<file path="config.mk">
export PLATFORM = sky130hd
export DESIGN_NAME = game_controller
export DESIGN_NICKNAME = d
export VERILOG_FILES = /design/src/rtl/game_controller.sv
export SDC_FILE = /design/constraint.sdc
export NUM_CORES = 1
export LEC_CHECK = 0
export BUFFER_PORTS_ARGS = -buffer_cell sky130_fd_sc_hd__clkbuf_2
export CORE_AREA = 2 2 69 51
export DETAILED_ROUTE_END_ITERATION = 10
export DIE_AREA = 0 0 71 53
export PLACE_DENSITY = 0.82
export SETUP_SLACK_MARGIN = 0.02
export SLEW_MARGIN = 5
export SYNTH_ARGS = -nofsm -noshare
export SYNTH_HDL_FRONTEND = slang
export SYNTH_SLANG_ARGS = --single-unit
</file>
<file path="constraint.sdc">
create_clock -name clk -period 5.5 [get_ports clk]
set_clock_uncertainty 0.05 [all_clocks]
set_input_delay 1.375 -clock clk [delete_from_list [all_inputs] [get_ports clk]]
set_output_delay 1.375 -clock clk [all_outputs]
set_load 0.05 [all_outputs]
</file>
<file path="src/rtl/game_controller.sv">
// Round/level sequencer for the road-crossing game: respawn timing, level/speed, lives, game over.
// Optional feature macro GAME_LIVES_EN enables the lives counter and the GAME_OVER state.
module game_controller #(
    parameter int NUM_LIVES      = 3,
    parameter int MAX_LEVEL      = 9,
    parameter int RESPAWN_CYCLES = 2,
    parameter int GOAL_H         = 560
) (
    input  logic       clk,
    input  logic       reset,
    input  logic       start,
    input  logic       collision,
    input  logic [9:0] player_h,
    output logic [9:0] level,
    output logic [3:0] bar_speed,
    output logic [2:0] lives,
    output logic       reset_player,
    output logic       level_up,
    output logic       game_over,
    output logic [2:0] state
);

    typedef enum logic [2:0] {
        IDLE      = 3'd0,
        RESPAWN   = 3'd1,
        PLAY      = 3'd2,
        LEVEL_UP  = 3'd3,
        GAME_OVER = 3'd4
    } state_t;

    localparam logic [9:0] MAX_LVL  = 10'(MAX_LEVEL);
    localparam logic [9:0] GOAL     = 10'(GOAL_H);
    localparam logic [7:0] RSP_INIT = 8'(RESPAWN_CYCLES);

    state_t     st;
    logic [7:0] cnt;
    logic [9:0] level_inc;

    // Speed tracks the level being written so both registers change together.
    function automatic logic [3:0] speed_of(input logic [9:0] l);
        logic [10:0] s;
        s = {1'b0, l} + 11'd1;
        return (s > 11'd15) ? 4'd15 : s[3:0];
    endfunction

    assign level_inc = (level == MAX_LVL) ? level : level + 10'd1;
    assign state     = st;

`ifdef GAME_LIVES_EN
    localparam logic [2:0] LIVES_INIT = 3'(NUM_LIVES);
    logic [2:0] lives_q;
    logic       game_over_q;
    assign lives     = lives_q;
    assign game_over = game_over_q;
`else
    assign lives     = 3'd0;
    assign game_over = 1'b0;
`endif

    always_ff @(posedge clk) begin
        if (!reset) begin
            st           <= IDLE;
            level        <= 10'd0;
            bar_speed    <= speed_of(10'd0);
            reset_player <= 1'b1;
            level_up     <= 1'b0;
            cnt          <= 8'd0;
`ifdef GAME_LIVES_EN
            lives_q      <= LIVES_INIT;
            game_over_q  <= 1'b0;
`endif
        end else begin
            level_up <= 1'b0;
            case (st)
                IDLE: begin
                    reset_player <= 1'b1;
                    if (start) begin
                        st  <= RESPAWN;
                        cnt <= RSP_INIT;
                    end
                end

                RESPAWN: begin
                    reset_player <= 1'b1;
                    cnt          <= cnt - 8'd1;
                    if (cnt <= 8'd1) begin
                        st           <= PLAY;
                        reset_player <= 1'b0;
                    end
                end

                PLAY: begin
                    reset_player <= 1'b0;
                    if (collision) begin
`ifdef GAME_LIVES_EN
                        if (lives_q <= 3'd1) begin
                            lives_q      <= 3'd0;
                            st           <= GAME_OVER;
                            game_over_q  <= 1'b1;
                            reset_player <= 1'b1;
                        end else begin
                            lives_q      <= lives_q - 3'd1;
                            st           <= RESPAWN;
                            cnt          <= RSP_INIT;
                            reset_player <= 1'b1;
                        end
`else
                        // Without lives, a hit just restarts the game from level 0.
                        level        <= 10'd0;
                        bar_speed    <= speed_of(10'd0);
                        st           <= RESPAWN;
                        cnt          <= RSP_INIT;
                        reset_player <= 1'b1;
`endif
                    end else if (player_h >= GOAL) begin
                        st       <= LEVEL_UP;
                        level_up <= 1'b1;
                    end
                end

                LEVEL_UP: begin
                    level        <= level_inc;
                    bar_speed    <= speed_of(level_inc);
                    st           <= RESPAWN;
                    cnt          <= RSP_INIT;
                    reset_player <= 1'b1;
                end

                GAME_OVER: begin
                    reset_player <= 1'b1;
                    if (start) begin
                        level     <= 10'd0;
                        bar_speed <= speed_of(10'd0);
                        st        <= RESPAWN;
                        cnt       <= RSP_INIT;
`ifdef GAME_LIVES_EN
                        lives_q     <= LIVES_INIT;
                        game_over_q <= 1'b0;
`endif
                    end
                end

                default: begin
                    st           <= IDLE;
                    reset_player <= 1'b1;
                end
            endcase
        end
    end

endmodule

</file>
# After elaboration in Yosys (flattened, before gate mapping)

Index checks and enable logic that the tools add are counted.

Flip-flop bits (word level): 27
Input bits: 14
Logic and storage cells: 52

$add $sub $neg: 3
$lt $le $gt $ge: 3
Eq/ne operators: 10
Muxes and demuxes: 20
Bitwise logic cells: 2
Reductions and logical operators: 8

Operator list:

| kind                    | count |
|---|---|
| $pmux W8 S4             | 1 |
| $mux W10                | 3 |
| $pmux W10 S3            | 1 |
| $mux W8                 | 2 |
| $mux W3                 | 4 |
| $mux W4                 | 3 |
| $pmux W3 S4             | 1 |
| $pmux W4 S3             | 1 |
| $add A10 B1 Y11 const B | 1 |
| $gt A11 B4 Y1 const B   | 1 |
| $add A10 B1 Y10 const B | 1 |
| $eq A10 B4 Y1 const B   | 1 |
| $ge A10 B10 Y1 const B  | 1 |
| $reduce_and A3 Y1       | 3 |
| $le A8 B1 Y1 const B    | 1 |
| $sub A8 B1 Y8 const B   | 1 |
| $eq A3 B2 Y1 const B    | 2 |
| $ne A2 B2 Y1 const B    | 3 |
| $reduce_bool A4 Y1      | 1 |
| $eq A3 B1 Y1 const B    | 1 |
| $eq A3 B3 Y1 const B    | 1 |
| $logic_not A3 Y1        | 1 |
| $mux W1                 | 3 |
| $ne A3 B3 Y1 const B    | 1 |
| 6 further kinds         | 7 |

# Longest topological paths before layout

Gate-level depths: netlist of the first run.

Depth in word-level cells: 6
Depth in mapped cells: 13
Depth with buffers taken out: 12

# Worst setup path after synthesis of the first run

Ideal clock, no wire load.

Path kind: reg2reg
Start: register level[0]
End: register bar_speed[2]
Library setup time: 0.153 ns
Arrival time: 3.495 ns
Slack: 1.802 ns
Stages on the path, launching flop included: 12
Path buffers: 1
Period minus slack after synthesis: 3.698 ns
Cells stage by stage: dfxtp_1 ha_1 or3b_2 or4_4 buf_2 xnor2_1 ha_1 nor4b_1 nor4b_1 a2111oi_2 a2111oi_2 a41oi_1

Cells in the longest elaborated chain, start to end: 6

Ends and longest elaborated chain:

| what                                             | RTL line | source |
|---|---|---|
| start: declaration                               | 14       | `output logic [9:0] level,` |
| start signal: assignment                         | 122      | `level <= level_inc;` |
| $add A10 B1 Y10 or $eq A10 B4 Y1 (tied branches) | 46       | `assign level_inc = (level == MAX_LVL) ? level : level + 10'd1;` |
| $mux W10 *                                       | 46       |  |
| $add A10 B1 Y11 *                                | 42       | `s = {1'b0, l} + 11'd1;` |
| $gt A11 B4 Y1                                    | 43       | `return (s > 11'd15) ? 4'd15 : s[3:0];` |
| $mux W4 *                                        | 43       |  |
| $pmux W4 S3 *                                    | 74       | `case (st)` |
| end signal: assignment                           | 64       | `bar_speed <= speed_of(10'd0);` |
| end signal: assignment                           | 110      | `bar_speed <= speed_of(10'd0);` |
| end signal: assignment                           | 123      | `bar_speed <= speed_of(level_inc);` |
| end: declaration                                 | 15       | `output logic [3:0] bar_speed,` |

Mark *: on every way between the ends. The rest lies on a longest branch, timed or not.
A chain may end at the register's enable or synchronous reset.

# Worst setup path after layout of the first run

Start: register level[0]
End: register bar_speed[3]

The elaborated chain is that of the path after synthesis.

==> metrics.yaml, run 1 <==
logic_synthesis:
  synth_common_cells: "26 x dfxtp_1, 21 x nand2_1, 18 x nor2_1"
  synth_most_common_cell: "dfxtp_1"
  synth_ff_type: "dfxtp_1"
  syn_avg_cell_area_um2: 8.26
  synthDistinctLibCells: 46
  synth_edf_count: 0
  syn_area_um2: 1730
  yosys.area.top_type: "dfxtp_1"
  seq_area_frac_synth_pct: 30.2
  yosys_warnings: 0
  synthCells: 209
  synthArstFlopShare_pct: 0
  synth_top_area_share_pct: 30.2
  ys_ff_latch: 26
  synth_area_leaders: "dfxtp_1 30%, ha_1 8.0%, nand2_1 4.6%"
drt:
  ant_nets: 0
  wl_um: 3820
  drtPass1Iterations: 4
  vias: 1571
  via_per_inst: 5.84
  drc: 0
  first_iter_violations: 120
  detail_route.wl_per_cell_um: 14.2
place:
  place_congestion: 0.876
  dpl.hpwl_um: 2770
  portBuffers: 27
timing:
  finalHoldViolations: 0
  fin_crit_ns: 4.01
  setup_viol: 0
  maxSlewHeadroom_pct: 17.5
  tightest_slew_ns: 1.22
  post-route-period-util_pct: 73.0
  whs_ns: 0.465
  rsz0062_at_grt: "no"
  tns_ns: 0
  slew_viol_final: 0
  max_freq_mhz: 249
finish:
  drive_above_1_share_pct: 16.0
  antenna_cells: 0
  layout.nets: 257
  seq_area_um2: 520
  area_growth_pct: 10.7
  multi_input_area_um2: 1120
  fill_cells: 259
pwr:
  combPwrFrac_pct: 48.1
  peakVddDrop_uv: 309
  power-per-cell-area_nw_per_um2: 379
  pwr-share-seq_pct: 34.7
  internal-power_mw: 0.400
  clock_power_share_pct: 17.1
  switching_power_mw: 0.324
  power_switching_share_pct: 44.8
  leakage_nw: 0.787
  fin_total_pwr_mw: 0.724
setup_path:
  cp_slowest_cell: "a2111oi_2"
  worst_setup_path_end_kind: "register"
  worstPathMaxFanout: 13
  cp-start-kind: "register"
  critical_path.top_delay_family: "simple AND/OR/NAND/NOR gates"
  max_stage_delay_ns: 0.64
  path_cells: "ha_1, or3b_2, or4_4, xnor2_1, ha_1, nor4b_1, nor4b_1, a2111oi_2, a2111oi_2, a41oi_1"
  required_ns: 5.56
  critPathKind: "register to register"
  cp_num_buf_inv: 0
  reg2reg_slack_ns: 1.49
  arrival_ns: 4.08
cts:
  clkSlewWorstSetupHoldPaths_ns: 0.09
  tritoncts: "yes"
  cts_buffers: 3
  htreeDepth: 1
  clock_latency_ns: 0.27
  cts_setup_buffers: 0
  cts_resized: 0
  clockBufferDepth: 2
  cts_sinks: 26
  cts_hold_buf: 0
  cts-root-buf: "clkbuf_8"
floorplanning:
  die_w_um: 71
  start_util_pct: 55.9
  row_count: 17
  die_h_um: 53
  ios: 37
  design.die.area_um2: 3760
  core_area_um2: 3080
global_route:
  antenna_found_initial: 0
  grt_use_total_pct: 21.8
  grt_max_degree: 23
  grt_pass1_vias: 1361
  grt_overflow_total: 0
  grt_pass1_wl_um: 6380
job:
  maxCapViolCount: 0
status:
  outcome: "finished, final reports clean"
hold_path:
  hp-class: "register to register"
## kinds of logic (layout without fill, tap and decap cells)
family                   count (synthesis)  after routing  share of synthesized area, %
buffers and inverters                   20             38                          5.51
XOR/XNOR                                14             14                          7.98
adder cells (fa/ha/maj)                 11             11                          7.98
multiplexers                             3              3                          1.74
AND/OR/NAND/NOR                         91             91                          28.6
other                                    1              5                         0.217
AO/OA/AOI/OAI                           43             43                          17.8
flip-flops                              26             26                          30.2
## sequential cells by signal, summed over array words and instances (netlist names)
name	count
level	10
cnt	8
bar_speed	4
state	2
level_up	1
reset_player	1
## final cells by class
cell class / instances / share of cell area (%)
clock buffer: 4 / 2.88
timing repair buffer: 27 / 7.08
sequential: 26 / 27.3
inverter: 7 / 1.38
multi-input combinational: 167 / 58.9
tap: 38 / 2.49
## placed cells by master, fill, tap and decap left out, drive strengths merged, types with 3 or more instances in the layout
master   Yosys  final
nand3        5      5
xor2         8      8
and3         5      5
mux2i        3      3
nor3b        6      6
nor2        18     18
clkbuf       7     31
a21boi       4      4
xnor2        5      5
a21oi        7      7
or4          3      3
ha          11     11
nand2       21     21
a22oi        4      4
inv          7      7
dfxtp       26     26
conb         1      5
a41oi        3      3
o21ai       12     12
nor2b        9      9
a2111oi      3      3
nand4        5      5
nor3         3      3
## per-layer routing
layer	part of all wire [%]	global-route usage, %
met5	0	0
met4	0.58	4.40
met3	7.1	4.00
met2	44	35.4
met1	48	30.4
## power groups by stage
| stage | Sequential (mW) | Clock, mW | Combinational [mW] |
|---|---|---|---|
| 6_report | 0.252 | 0.124 | 0.349 |
| 3_3_place_gp | 0.254 | 0 | 0.332 |
| 4_1_cts | 0.251 | 0.128 | 0.347 |
| 3_5_place_dp | 0.255 | 0 | 0.340 |
| 5_1_grt | 0.256 | 0.135 | 0.389 |
| 2_1_floorplan | 0.293 | 0 | 0.231 |
## worst paths after layout
| kind | to | cells past startpoint | from |
|---|---|---|---|
| worst min register to register | cnt[7]$_SDFFE_PN0P_ | 2 | cnt[7]$_SDFFE_PN0P_ |
| worst max register to register | bar_speed[3]$_SDFFE_PN0P_ | 10 | level[0]$_SDFFE_PN0P_ |
| worst min-delay path | cnt[7]$_SDFFE_PN0P_ | 2 | cnt[7]$_SDFFE_PN0P_ |
| worst max-delay path | bar_speed[3]$_SDFFE_PN0P_ | 10 | level[0]$_SDFFE_PN0P_ |
## worst register-to-register path: stages, from the launching register on
cell and delay, ns:
dfxtp_1 0.63, ha_1 0.22, or3b_2 0.45, or4_4 0.53, xnor2_1 0.19, ha_1 0.37
nor4b_1 0.08, nor4b_1 0.37, a2111oi_2 0.10, a2111oi_2 0.64, a41oi_1 0.23
## stage by stage
stage | setup WS [ns] | cell area (um2) | utilization [%] | instances
after floorplan | 1.80 | 1740 | - | 213
after global placement | 1.65 | 1850 | 60.1 | 265
after detailed placement | 1.58 | 1850 | 60.1 | 265
after CTS | 1.55 | 1910 | 61.9 | 269
after global routing | 1.35 | 1910 | 61.9 | 269
final | 1.49 | 1910 | 61.9 | 269
No activity file was read; power rests on OpenSTA's default activity.
==> run 2: changes to the inputs <==
--- a/config.mk
+++ b/config.mk
@@ -6,10 +6,10 @@
 export NUM_CORES = 1
 export LEC_CHECK = 0
 export BUFFER_PORTS_ARGS = -buffer_cell sky130_fd_sc_hd__clkbuf_2
-export CORE_AREA = 2 2 69 51
+export CORE_AREA = 2 2 74 55
 export DETAILED_ROUTE_END_ITERATION = 10
-export DIE_AREA = 0 0 71 53
-export PLACE_DENSITY = 0.82
+export DIE_AREA = 0 0 76 57
+export PLACE_DENSITY = 0.74
 export SETUP_SLACK_MARGIN = 0.02
 export SLEW_MARGIN = 5
 export SYNTH_ARGS = -nofsm -noshare
==> constraint.sdc (replaced) <==
create_clock -name clk -period 3.48 [get_ports clk]
set_clock_uncertainty 0.05 [all_clocks]
set_input_delay 0.87 -clock clk [delete_from_list [all_inputs] [get_ports clk]]
set_output_delay 0.87 -clock clk [all_outputs]
set_load 0.05 [all_outputs]
==> run 2 against run 1 <==
Global-route usage down 1.9 points. Core utilization shrank 6.0 points. Critical endpoint unchanged. Sequential share of layout area is 1.8 points lower. First-iteration DRC count fell by 18%.
==> metrics.yaml, run 2 (synthesis results as in run 1) <==
status:
  outcome: "finished, final reports clean"  # unchanged
floorplanning:
  design.die.area_um2: 4330  # was 3760 um2
  ios: 37  # unchanged
  die_h_um: 57  # was 53 um
  start_util_pct: 46.8  # was 55.9%
  row_count: 19  # was 17
  die_w_um: 76  # was 71 um
  core_area_um2: 3680  # was 3080 um2
cts:
  htreeDepth: 1  # unchanged
  cts-root-buf: "clkbuf_8"  # unchanged
  clkSlewWorstSetupHoldPaths_ns: 0.09  # about the same
  cts_hold_buf: 0  # unchanged
  cts_buffers: 3  # unchanged
  tritoncts: "yes"  # unchanged
  cts_sinks: 26  # unchanged
  clock_latency_ns: 0.27  # about the same
  clockBufferDepth: 2  # unchanged
  cts_setup_buffers: 0  # unchanged
pwr:
  internal-power_mw: 0.709  # was 0.400 mW
  fin_total_pwr_mw: 1.22  # was 0.724 mW
  leakage_nw: 0.855  # was 0.787 nW
  combPwrFrac_pct: 47.8  # was 48.1%
  clock_power_share_pct: 20.5  # was 17.1%
  power_switching_share_pct: 42.1  # was 44.8%
  peakVddDrop_uv: 509  # was 309 uV
  power-per-cell-area_nw_per_um2: 594  # was 379 nW/um2
  pwr-share-seq_pct: 31.7  # was 34.7%
  switching_power_mw: 0.515  # was 0.324 mW
finish:
  stdcell_area_um2: 2060  # was 1910 um2
  fill_cells: 344  # was 259
  area_growth_pct: 19.4  # was 10.7%
  final_common_cell: "clkbuf_2"  # unchanged
  layout.nets: 267  # was 257
  largest_reg_flops: 10  # unchanged
  final_cell_mix: "27 x clkbuf_2, 22 x dfxtp_1, 21 x nand2_1"  # was 27 x clkbuf_2, 26 x dfxtp_1, 21 x nand2_1
  antenna_cells: 0  # unchanged
  reg.largest.list: "level: 10 flops, cnt: 8 flops, bar_speed: 4 flops"  # unchanged
  drive_above_1_share_pct: 22.0  # was 16.0%
  top_register: "level"  # unchanged
  instances_no_fill: 293  # was 269
timing:
  post-route-period-util_pct: 92.8  # was 73.0%
  rsz0062_at_grt: "no"  # unchanged
  slew_viol_final: 0  # unchanged
  fin_ws_ns: 0.250  # was 1.49 ns
  fin_crit_ns: 3.23  # was 4.01 ns
  setup_viol: 0  # unchanged
  maxSlewHeadroom_pct: 47.1  # was 17.5%
  max_freq_mhz: 310  # was 249 MHz
  tns_ns: 0  # unchanged
  finalHoldViolations: 0  # unchanged
  tightest_slew_ns: 0.785  # was 1.22 ns
place:
  dpl.hpwl_um: 2990  # was 2770 um
  place_ws_ns: 0.0244  # was 1.58 ns
  dp.cells: 289  # was 265
  dpl_cell_area_um2: 1950  # was 1850 um2
  portBuffers: 27  # unchanged
  place_congestion: 0.839  # was 0.876
global_route:
  grt_overflow_total: 0  # unchanged
  antenna_found_initial: 0  # unchanged
  grt_pass1_vias: 1471  # was 1361
  grt_use_total_pct: 19.9  # was 21.8%
  grt_pass1_wl_um: 7020  # was 6380 um
  grt_max_degree: 23  # unchanged
drt:
  vias: 1637  # was 1571
  drtPass1Iterations: 4  # unchanged
  via_per_inst: 5.59  # was 5.84
  first_iter_violations: 99  # was 120
  detail_route.wl_per_cell_um: 13.8  # was 14.2 um
  drc: 0  # unchanged
  wl_um: 4050  # was 3820 um
  ant_nets: 0  # unchanged
hold_path:
  hp-class: "register to register"  # unchanged
  min_path_cells: 2  # unchanged
  hold_path_end: "cnt[7]$_SDFFE_PN0P_"  # unchanged
  hold_start: "cnt[7]$_SDFFE_PN0P_"  # unchanged
setup_path:
  reg2reg_depth: 9  # was 10
  arrival_ns: 3.32  # was 4.08 ns
  cp_slowest_cell: "or4b_1"  # was a2111oi_2
  max_stage_delay_ns: 0.57  # was 0.64 ns
  required_ns: 3.57  # was 5.56 ns
  worst_setup_path_end_kind: "register"  # unchanged
  path_cells: "or4b_1, or4_4, xnor2_1, ha_1, nor4b_2, nor4b_2, a2111oi_4, a2111oi_4, a41oi_1"  # was ha_1, or3b_2, or4_4, xnor2_1, ha_1, nor4b_1, nor4b_1, a2111oi_2, a2111oi_2, a41oi_1
  critPathKind: "register to register"  # unchanged
  cp-start-kind: "register"  # unchanged
  worst_r2r_endpoint: "bar_speed[3]$_SDFFE_PN0P_"  # unchanged
  worstPathMaxFanout: 8  # was 13
  reg2reg_slack_ns: 0.25  # was 1.49 ns
  r2r-start: "level[8]$_SDFFE_PN0P_"  # was level[0]$_SDFFE_PN0P_
job:
  maxCapViolCount: 0  # unchanged
-- run 2: changes by cell type in the layout (fill, tap and decap cells not counted) --
cell       before  now
nor4b_2         0    2
dfxtp_1        26   22
buf_4           0   10
bufinv_16       0    1
dfxtp_2         0    4
nor4b_1         2    0
a2111oi_4       0    2
clkbuf_8        4    3
a2111oi_2       2    0
-- run 2: routing by layer --
metal | up-vias | wire, um | global-route usage [%]
met1 | 763 | 1970 | 30.1
met3 | 2 | 305 | 4.75
met2 | 73 | 1750 | 29.1
li1 | 799 | - | -
met4 | 0 | 21 | 3.90
met5 | - | 0 | 0
-- run 2: layout make-up --
cell class	instances	area, um2	share of cell area, %
multi-input cells	167	1160	56.4
flip-flops and latches	26	526	25.5
repair buffers	37	210	10.2
well taps	52	65.1	3.16
clock buffers	3	41.3	2.00
clock inverters	1	30.0	1.46
inverters	7	26.3	1.28
-- run 2: worst max-delay path, delay by kind of cell (launching register included) --
kind            cells  cell delay, ns
flops               1            0.37
xor+xnor            1            0.17
compound gates      3            0.59
fa+ha+maj           1            0.36
simple gates        4            1.56
-- run 2: worst max-delay path by stage --
| stage | start | endpoint | slack (ns) | depth (start not counted) |
|---|---|---|---|---|
| after floorplan | level[9]$_SDFFE_PN0P_ | bar_speed[2]$_SDFFE_PN0P_ | 0.03 | 10 |
| after global placement | level[8]$_SDFFE_PN0P_ | bar_speed[3]$_SDFFE_PN0P_ | 0.08 | 9 |
| after detailed placement | level[1]$_SDFFE_PN0P_ | bar_speed[3]$_SDFFE_PN0P_ | 0.02 | 11 |
| after global routing | level[8]$_SDFFE_PN0P_ | bar_speed[3]$_SDFFE_PN0P_ | 0.05 | 10 |
| final | level[8]$_SDFFE_PN0P_ | bar_speed[3]$_SDFFE_PN0P_ | 0.25 | 9 |
| after CTS | level[1]$_SDFFE_PN0P_ | bar_speed[3]$_SDFFE_PN0P_ | 0.11 | 11 |
-- run 2: stage by stage --
stage / utilization (%) / hold WS (ns)
4_1_cts: 55.2 / 0.441
3_5_place_dp: 53.0 / 0.422
5_1_grt: 55.9 / 0.487
3_3_place_gp: 53.0 / 0.420
6_report: 55.9 / 0.437
2_1_floorplan: - / 0.402
-- run 2: repair_timing --
item | CTS | global route
resized for setup | 1 | 3
endpoints found under the setup margin | 1 | 4
pin swaps | 0 | 1
-- run 2: power groups by stage --
stage                     Sequential [mW]  Combinational [mW]  Clock (mW)
after floorplan                     0.463               0.365           0
after global placement              0.394               0.562           0
after detailed placement            0.394               0.575           0
after CTS                           0.387               0.578       0.259
after global routing                0.394               0.652       0.269
final                               0.387               0.585       0.251
